$ cat src/rtl/arm_pkg.sv
// Shared types and constants for the multicycle ARM datapath.
// Condition codes, NZCV bit positions and ALU control encodings.
package arm_pkg;

  typedef enum logic [3:0] {
    EQ = 4'b0000,
    NE = 4'b0001,
    CS = 4'b0010,
    CC = 4'b0011,
    MI = 4'b0100,
    PL = 4'b0101,
    VS = 4'b0110,
    VC = 4'b0111,
    HI = 4'b1000,
    LS = 4'b1001,
    GE = 4'b1010,
    LT = 4'b1011,
    GT = 4'b1100,
    LE = 4'b1101,
    AL = 4'b1110,
    NV = 4'b1111
  } cond_e;

  localparam int FLAG_N = 3;
  localparam int FLAG_Z = 2;
  localparam int FLAG_C = 1;
  localparam int FLAG_V = 0;

  localparam logic [1:0] ALU_ADD = 2'b00;
  localparam logic [1:0] ALU_SUB = 2'b01;
  localparam logic [1:0] ALU_AND = 2'b10;
  localparam logic [1:0] ALU_ORR = 2'b11;

endpackage

$ cat src/rtl/cond_check.sv
// Combinational evaluation of an instruction condition field
// against the architectural NZCV flags.
module cond_check
  import arm_pkg::*;
(
  input  logic [3:0] Cond,
  input  logic [3:0] Flags,
  output logic       CondEx
);

  logic n;
  logic z;
  logic c;
  logic v;
  logic ge;

  assign n  = Flags[FLAG_N];
  assign z  = Flags[FLAG_Z];
  assign c  = Flags[FLAG_C];
  assign v  = Flags[FLAG_V];
  assign ge = (n == v);

  always_comb begin
    CondEx = 1'b0;
    case (Cond)
      EQ: CondEx = z;
      NE: CondEx = ~z;
      CS: CondEx = c;
      CC: CondEx = ~c;
      MI: CondEx = n;
      PL: CondEx = ~n;
      VS: CondEx = v;
      VC: CondEx = ~v;
      HI: CondEx = c & ~z;
      LS: CondEx = ~c | z;
      GE: CondEx = ge;
      LT: CondEx = ~ge;
      GT: CondEx = ~z & ge;
      LE: CondEx = z | ~ge;
      AL: CondEx = 1'b1;
      default: CondEx = 1'b0;
    endcase
  end

endmodule

$ cat src/rtl/cond_logic.sv
// NZCV flag register, registered condition result and
// commit gating of the controller's raw write requests.
module cond_logic
  import arm_pkg::*;
#(
  parameter logic [3:0] RESET_FLAGS = 4'b0000
) (
  input  logic       clk,
  input  logic       reset,
  input  logic [3:0] Cond,
  input  logic [3:0] ALUFlags,
  input  logic [1:0] FlagW,
  input  logic       PCS,
  input  logic       NextPC,
  input  logic       RegW,
  input  logic       MemW,
  input  logic       NoWrite,
  output logic       PCWrite,
  output logic       RegWrite,
  output logic       MemWrite,
  output logic       CondEx,
  output logic [3:0] Flags
);

  logic [1:0] flag_write;
  logic       cond_ex_r;

  cond_check u_cond_check (
    .Cond   (Cond),
    .Flags  (Flags),
    .CondEx (CondEx)
  );

  assign flag_write = FlagW & {2{CondEx}};

  // Halves load independently; ALUFlags is only sampled when enabled
  always_ff @(posedge clk) begin
    if (reset) begin
      Flags     <= RESET_FLAGS;
      cond_ex_r <= 1'b0;
    end else begin
      if (flag_write[1])
        Flags[3:2] <= ALUFlags[3:2];
      if (flag_write[0])
        Flags[1:0] <= ALUFlags[1:0];
      cond_ex_r <= CondEx;
    end
  end

  assign RegWrite = RegW & cond_ex_r & ~NoWrite;
  assign MemWrite = MemW & cond_ex_r;
  assign PCWrite  = (PCS & cond_ex_r) | NextPC;

endmodule

$ cat config.mk
export PLATFORM = sky130hd
export DESIGN_NAME = cond_logic
export DESIGN_NICKNAME = d
export VERILOG_FILES = /design/src/rtl/arm_pkg.sv /design/src/rtl/cond_check.sv /design/src/rtl/cond_logic.sv
export SDC_FILE = /design/constraint.sdc
export NUM_CORES = 1
export LEC_CHECK = 0
export CAP_MARGIN = 20
export CORE_AREA = 2 2 39 41
export DETAILED_ROUTE_END_ITERATION = 12
export DIE_AREA = 0 0 41 43
export PLACE_DENSITY = 0.84
export SYNTH_ARGS = -nofsm -noshare
export SYNTH_HDL_FRONTEND = slang
export SYNTH_SLANG_ARGS = --single-unit
$ cat constraint.sdc
create_clock -name clk -period 4.1 [get_ports clk]
set_input_delay 0.82 -clock clk [delete_from_list [all_inputs] [get_ports clk]]
set_output_delay 0.82 -clock clk [all_outputs]
set_load 0.1 [all_outputs]
Yosys cells after proc, flatten, opt, wreduce, memory -nomap -nowiden
Cells that the tools add are included.
{"block": "word_totals", "output_inout_bits": 8, "mem_count": 0, "latchBits": 0, "mem_bits_rw": 0, "ff_bits": 5, "word_cells": 36, "romBits": 0, "inputBits": 17}
{"block": "classes", "muxes": 1, "eq_ne": 15, "mul": 0, "add_sub_neg": 0, "n_lt_le_gt_ge": 0, "n_div": 0, "n_reduce_logical": 1, "n_bitwise": 16, "shifts": 0}
{"op": "4-bit == test, second input constant", "count": 7}
{"op": "4-bit by 3-bit == test with 1-bit output, second input constant", "count": 4}
{"op": "1-bit case mux with 15 select lines", "count": 1}
{"op": "4-bit by 2-bit == test with 1-bit output, second input constant", "count": 2}
{"op": "1-bit bitwise AND", "count": 6}
{"op": "1-bit NOT", "count": 6}
{"op": "4-bit by 1-bit == test with 1-bit output, second input constant", "count": 1}
{"op": "4-bit zero test", "count": 1}
{"op": "1-bit bitwise OR", "count": 3}
{"op": "2-bit bitwise AND", "count": 1}
{"op": "1-bit == test", "count": 1}

Longest topological paths before layout
{"block": "depth", "ltp_word": 5, "mapped_depth": 6, "depth_no_buf": 5}

Hierarchy
Synthesis repeated with hierarchy kept, for this count alone.
{"block": "unflattened", "hier_cells": 51, "hier_area_um2": 412.9}
{"mod": "cond_logic", "seq_area_each_um2": 100.1, "cells_per_inst": 23, "n_inst": 1, "area_per_inst_um2": 219.0}
{"mod": "cond_check", "seq_area_each_um2": 0.0, "cells_per_inst": 28, "n_inst": 1, "area_per_inst_um2": 193.9}

Least setup slack after synthesis
OpenSTA, ideal clock, no wires.
{"block": "synth_timing", "path_type": "flip-flop to output port", "startpoint": "register Flags[3]", "endpoint": "output CondEx", "path_stages_with_launch": 5, "n_path_buf": 0, "required_ps": 3280, "arrival_time_ps": 2677, "setup_slack_ps": 603, "cell_sequence": "dfxtp_1 -> xnor2_1 -> or3b_1 -> a311oi_2 -> or3_1"}
{"block": "synth_via", "elab_chain_cells": 4, "elab_cells_between_ends": 6, "classes_between": "eq/ne: 1; mux: 1; bitwise: 4"}
{"item": "start: declaration", "line_no": "cond_logic.sv:22", "text": "output logic [3:0] Flags"}
{"item": "start signal: assignment", "line_no": "cond_logic.sv:43", "text": "Flags[3:2] <= ALUFlags[3:2];"}
{"item": "1-bit == test", "line_no": "cond_check.sv:21", "text": "assign ge = (n == v);"}
{"item": "1-bit NOT", "line_no": "cond_check.sv:37, cond_check.sv:39"}
{"item": "1-bit bitwise OR", "line_no": "cond_check.sv:39", "text": "LE: CondEx = z | ~ge;"}
{"item": "1-bit case mux with 15 select lines (*)", "line_no": "cond_check.sv:25", "text": "case (Cond)"}
{"item": "end: declaration", "line_no": "cond_logic.sv:21", "text": "output logic CondEx,"}
Every way passes the cells marked *; elsewhere a longest branch is shown, timed or not.

Worst setup path in the final report
{"block": "layout_timing", "startpoint": "input Cond[3]", "endpoint": "output CondEx"}
{"block": "layout_via", "elab_chain_cells": 2, "elab_cells_between_ends": 16, "classes_between": "eq/ne: 14; mux: 1; reduce/logical: 1"}
{"item": "start: declaration", "line_no": "cond_logic.sv:10", "text": "input logic [3:0] Cond,"}
{"item": "4-bit == test, or another cell as far along", "line_no": "cond_check.sv:25"}
{"item": "1-bit case mux with 15 select lines (*)", "line_no": "cond_check.sv:25"}
Marks and branches as above.

==> impl_table.tex <==
\begin{tabular}{lr}
\hline
Metric & Value \\
\hline
\multicolumn{2}{l}{\textbf{STA}} \\
Final-report max-slew violation count & 0 \\
Slew at the pin closest to its max-slew limit & about 0.96 ns \\
Highest clock frequency the design can meet & around 280 MHz \\
Clock tree skew after final layout & roughly 0.0043 ns \\
Final hold violation count & 0 \\
Share of the clock period used by the worst path after layout & roughly 88\% \\
Setup repair after global routing missed its margin & no \\
Number of failing setup endpoints in the final timing report & 0 \\
Worst rel slew slack & a little over a third \\
Final period demand of the worst path & between 3 and 4 ns \\
Setup total negative slack & 0 ns \\
\multicolumn{2}{l}{\textbf{Placed design}} \\
Placed instance count & 94 \\
Placer congestion estimate & 0.8105 \\
HPWL after detailed placement & 916.1 microns \\
Count of input and output buffers & 24 \\
\multicolumn{2}{l}{\textbf{Pwr}} \\
Pleak & 0.3113 nW \\
Maximum VDD drop & roughly 0.16 mV \\
PwrDens & slightly below 300 nW/um\^{}2 \\
Overall power consumption & 0.2225 mW \\
\multicolumn{2}{l}{\textbf{Synth}} \\
Cells after Synth & 57 \\
Async S/R FF share, synth & 0\% \\
Sequential fraction of the synthesis area & between 20\% and 30\% \\
Number of nets produced by synthesis & between 70 and 80 \\
YS warnings & 0 \\
Number of register bits inferred by synthesis & 5 \\
Number of enable-type register cells in the synthesized netlist & 0 \\
Netlist cell types & 30 \\
Mapped Area & around 470 sq um \\
Post-synth top flop & sky130\_fd\_sc\_hd\_\_dfxtp\_1 \\
Syn Area/Cell & between 8 and 9 sq um \\
\multicolumn{2}{l}{\textbf{Min path}} \\
Terminating pin of the worst hold path & Flags[2] \\
Hold/Removal Path Class & flop to flop \\
Hold path startpoint & Flags[2] \\
Number of cells on the worst hold path & 2 \\
\multicolumn{2}{l}{\textbf{Die}} \\
Total number of placement rows & 14 \\
Die span in y & 43 microns \\
Horiz. Die Dim & approximately 41 microns \\
Die footprint & about 1800 sq um \\
Area of the core region & around 1400 sq um \\
Starting Density & about a third \\
Total I/O pin count & 25 \\
\multicolumn{2}{l}{\textbf{Final layout}} \\
Number of diodes added for antenna fixing & 0 \\
Most common cell after layout, fill and taps aside & sky130\_fd\_sc\_hd\_\_clkdlybuf4s50\_1 \\
Fraction of layout cells with a size suffix above 1 & roughly an eighth \\
Final standard cell count with taps included and fillers excluded & slightly below 100 \\
Final-layout fill cell count & about 130 \\
Area delta synth->final & 57.78\% \\
Most frequent cells in the layout & sky130\_fd\_sc\_hd\_\_clkdlybuf4s50\_1, sky130\_fd\_sc\_hd\_\_nand2b\_1, sky130\_fd\_sc\_hd\_\_dfxtp\_1 \\
Final-stage net count & 100 \\
\multicolumn{2}{l}{\textbf{Global routing}} \\
Global-route total usage across every layer & between 10\% and 20\% \\
Initial antenna violation count & 0 \\
GRT overflow & 0 \\
Pin count of the biggest net entering global routing & 12 \\
Via count of the first global-routing pass & 477 \\
Global-route wire length before repair & approximately 1.9 mm \\
\multicolumn{2}{l}{\textbf{Setup path}} \\
Sequence of cells on the critical path & clkdlybuf4s50\_1 -> nand2\_1 -> or4bb\_1 -> a311oi\_2 -> or3\_1 -> buf\_12 \\
Critical Path Sink Type & primary output \\
Reg-to-reg endpoint & Flags[1] \\
Worst-case reg-to-reg path depth & 5 \\
Maximum single-stage delay on the critical path & 0.57 ns \\
Type of the worst setup path & input port to primary output \\
Required time of the critical path & $\sim$3.3 ns \\
Startpoint Class & input port \\
CP max FO & 11 \\
Crit Reg-Reg Startpoint & Flags[3] \\
Crit-path slowest cell & sky130\_fd\_sc\_hd\_\_clkdlybuf4s50\_1 \\
Data arrival time of the critical path & about 2.8 ns \\
Reg-to-reg setup timing slack & around 2.4 ns \\
\multicolumn{2}{l}{\textbf{Clock tree}} \\
Reg clk slew, reported paths & 0.04 ns \\
Buffer levels on the longest clock path & 2 \\
Buffers inserted during post-CTS setup optimization & 0 \\
TritonCTS clock tree & yes \\
Worst-Skew Late Latency & 0.25 ns \\
Number of hold buffers added after cts & 0 \\
Clock tree sinks & 5 \\
\# resized after CTS & 0 \\
Number of buffers created by CTS & 3 \\
Deepest level of the CTS H-tree & 1 \\
Root buffer cell & sky130\_fd\_sc\_hd\_\_clkbuf\_4 \\
\multicolumn{2}{l}{\textbf{Drt}} \\
Routed wire length & $\sim$1.1 mm \\
Detailed-route via count & slightly above 500 \\
DRC violation count after routing & 0 \\
Drt first-iter violations & 2 \\
DRT Pass-1 Iters & 2 \\
Average via count per standard cell & between 5 and 6 \\
Post-DR wirelength/cell & between 10 and 15 microns \\
Final ANT Viol Nets & 0 \\
\multicolumn{2}{l}{\textbf{Status}} \\
Result of the run & completed \\
\multicolumn{2}{l}{\textbf{Job}} \\
Max-cap violations & 0 \\
\hline
\end{tabular}
[cell families after synthesis]
| group | Yosys count | synth area share [%] |
|---|---|---|
| DFF | 5 | 21.11 |
| xor gates and xnor gates | 2 | 3.695 |
| muxes | 5 | 10.82 |
| buffers and inverters | 6 | 5.540 |
| AOI/OAI and AO/OA | 13 | 22.43 |
| and+or+nand+nor | 26 | 36.41 |
[worst max-delay path by stage]
| stage | start | cells past startpoint | endpoint | slack [ns] |
|---|---|---|---|---|
| 3_3_place_gp | Cond[3] | 6 | CondEx | 0.57 |
| 2_1_floorplan | Flags[3] | 4 | CondEx | 0.60 |
| 6_report | Cond[3] | 6 | CondEx | 0.49 |
| 4_1_cts | Cond[3] | 6 | CondEx | 0.49 |
| 3_5_place_dp | Cond[3] | 6 | CondEx | 0.50 |
| 5_1_grt | Cond[3] | 6 | CondEx | 0.36 |
[sequential cells by signal, indices dropped and copies added, names as in the netlist]
register	count
Flags	4
cond_ex_r	1
[worst max-delay path: cells and delay by family]
family	cells	cell delay (ns)
compound gates	1	0.28
simple gates	3	0.93
buf+inv	2	0.76
[through the flow]
step / worst slack, ns / cell area, sq um / hold WS, ns / util, %
3_3_place_gp: 0.5675 / 721.9 / 0.5286 / 52.17
3_5_place_dp: 0.4995 / 721.9 / 0.5497 / 52.17
4_1_cts: 0.4944 / 748.2 / 0.5566 / 54.07
5_1_grt: 0.3568 / 748.2 / 0.5930 / 54.07
6_report: 0.4928 / 748.2 / 0.5497 / 54.07
2_1_floorplan: 0.6034 / 474.2 / 0.8916 / -
[report_power, final]
part,switching [mW],internal [mW]
logic,0.0656,0.0419
clock network,0.0208,0.0368
registers,0.00468,0.0526
[cell type report]
class | instances | area (sq um) | share of cell area, %
multi-input cells | 46 | 347.8 | 46.49
repair buffers | 24 | 242.7 | 32.44
flip-flops and latches | 5 | 100.1 | 13.38
clock buffers | 4 | 26.28 | 3.512
well taps | 16 | 20.02 | 2.676
inverters | 3 | 11.26 | 1.505
[synthesized netlist by cell type (2+ instances only)]
master,number,area share [%]
sky130_fd_sc_hd__o31ai_1,2,3.2
sky130_fd_sc_hd__nor2_1,3,2.4
sky130_fd_sc_hd__or2b_1,2,3.2
sky130_fd_sc_hd__o21ai_0,4,4.2
sky130_fd_sc_hd__nand2_1,2,1.6
sky130_fd_sc_hd__nand2b_1,6,7.9
sky130_fd_sc_hd__dfxtp_1,5,21
sky130_fd_sc_hd__and2_1,2,2.6
sky130_fd_sc_hd__inv_1,3,2.4
sky130_fd_sc_hd__nor2b_1,3,4.0
sky130_fd_sc_hd__mux2i_1,4,8.4
sky130_fd_sc_hd__buf_2,3,3.2
[per-layer routing]
| metal | GRT usage (%) | vias to the layer above | wire, microns |
|---|---|---|---|
| met1 | 19.29 | 226 | 425 |
| met4 | 12.00 | 0 | 30 |
| met2 | 24.06 | 18 | 576 |
| met3 | 6.806 | 2 | 94 |
| met5 | 0 | - | 0 |
| li1 | - | 259 | - |
(Power assumes the default switching activity.)
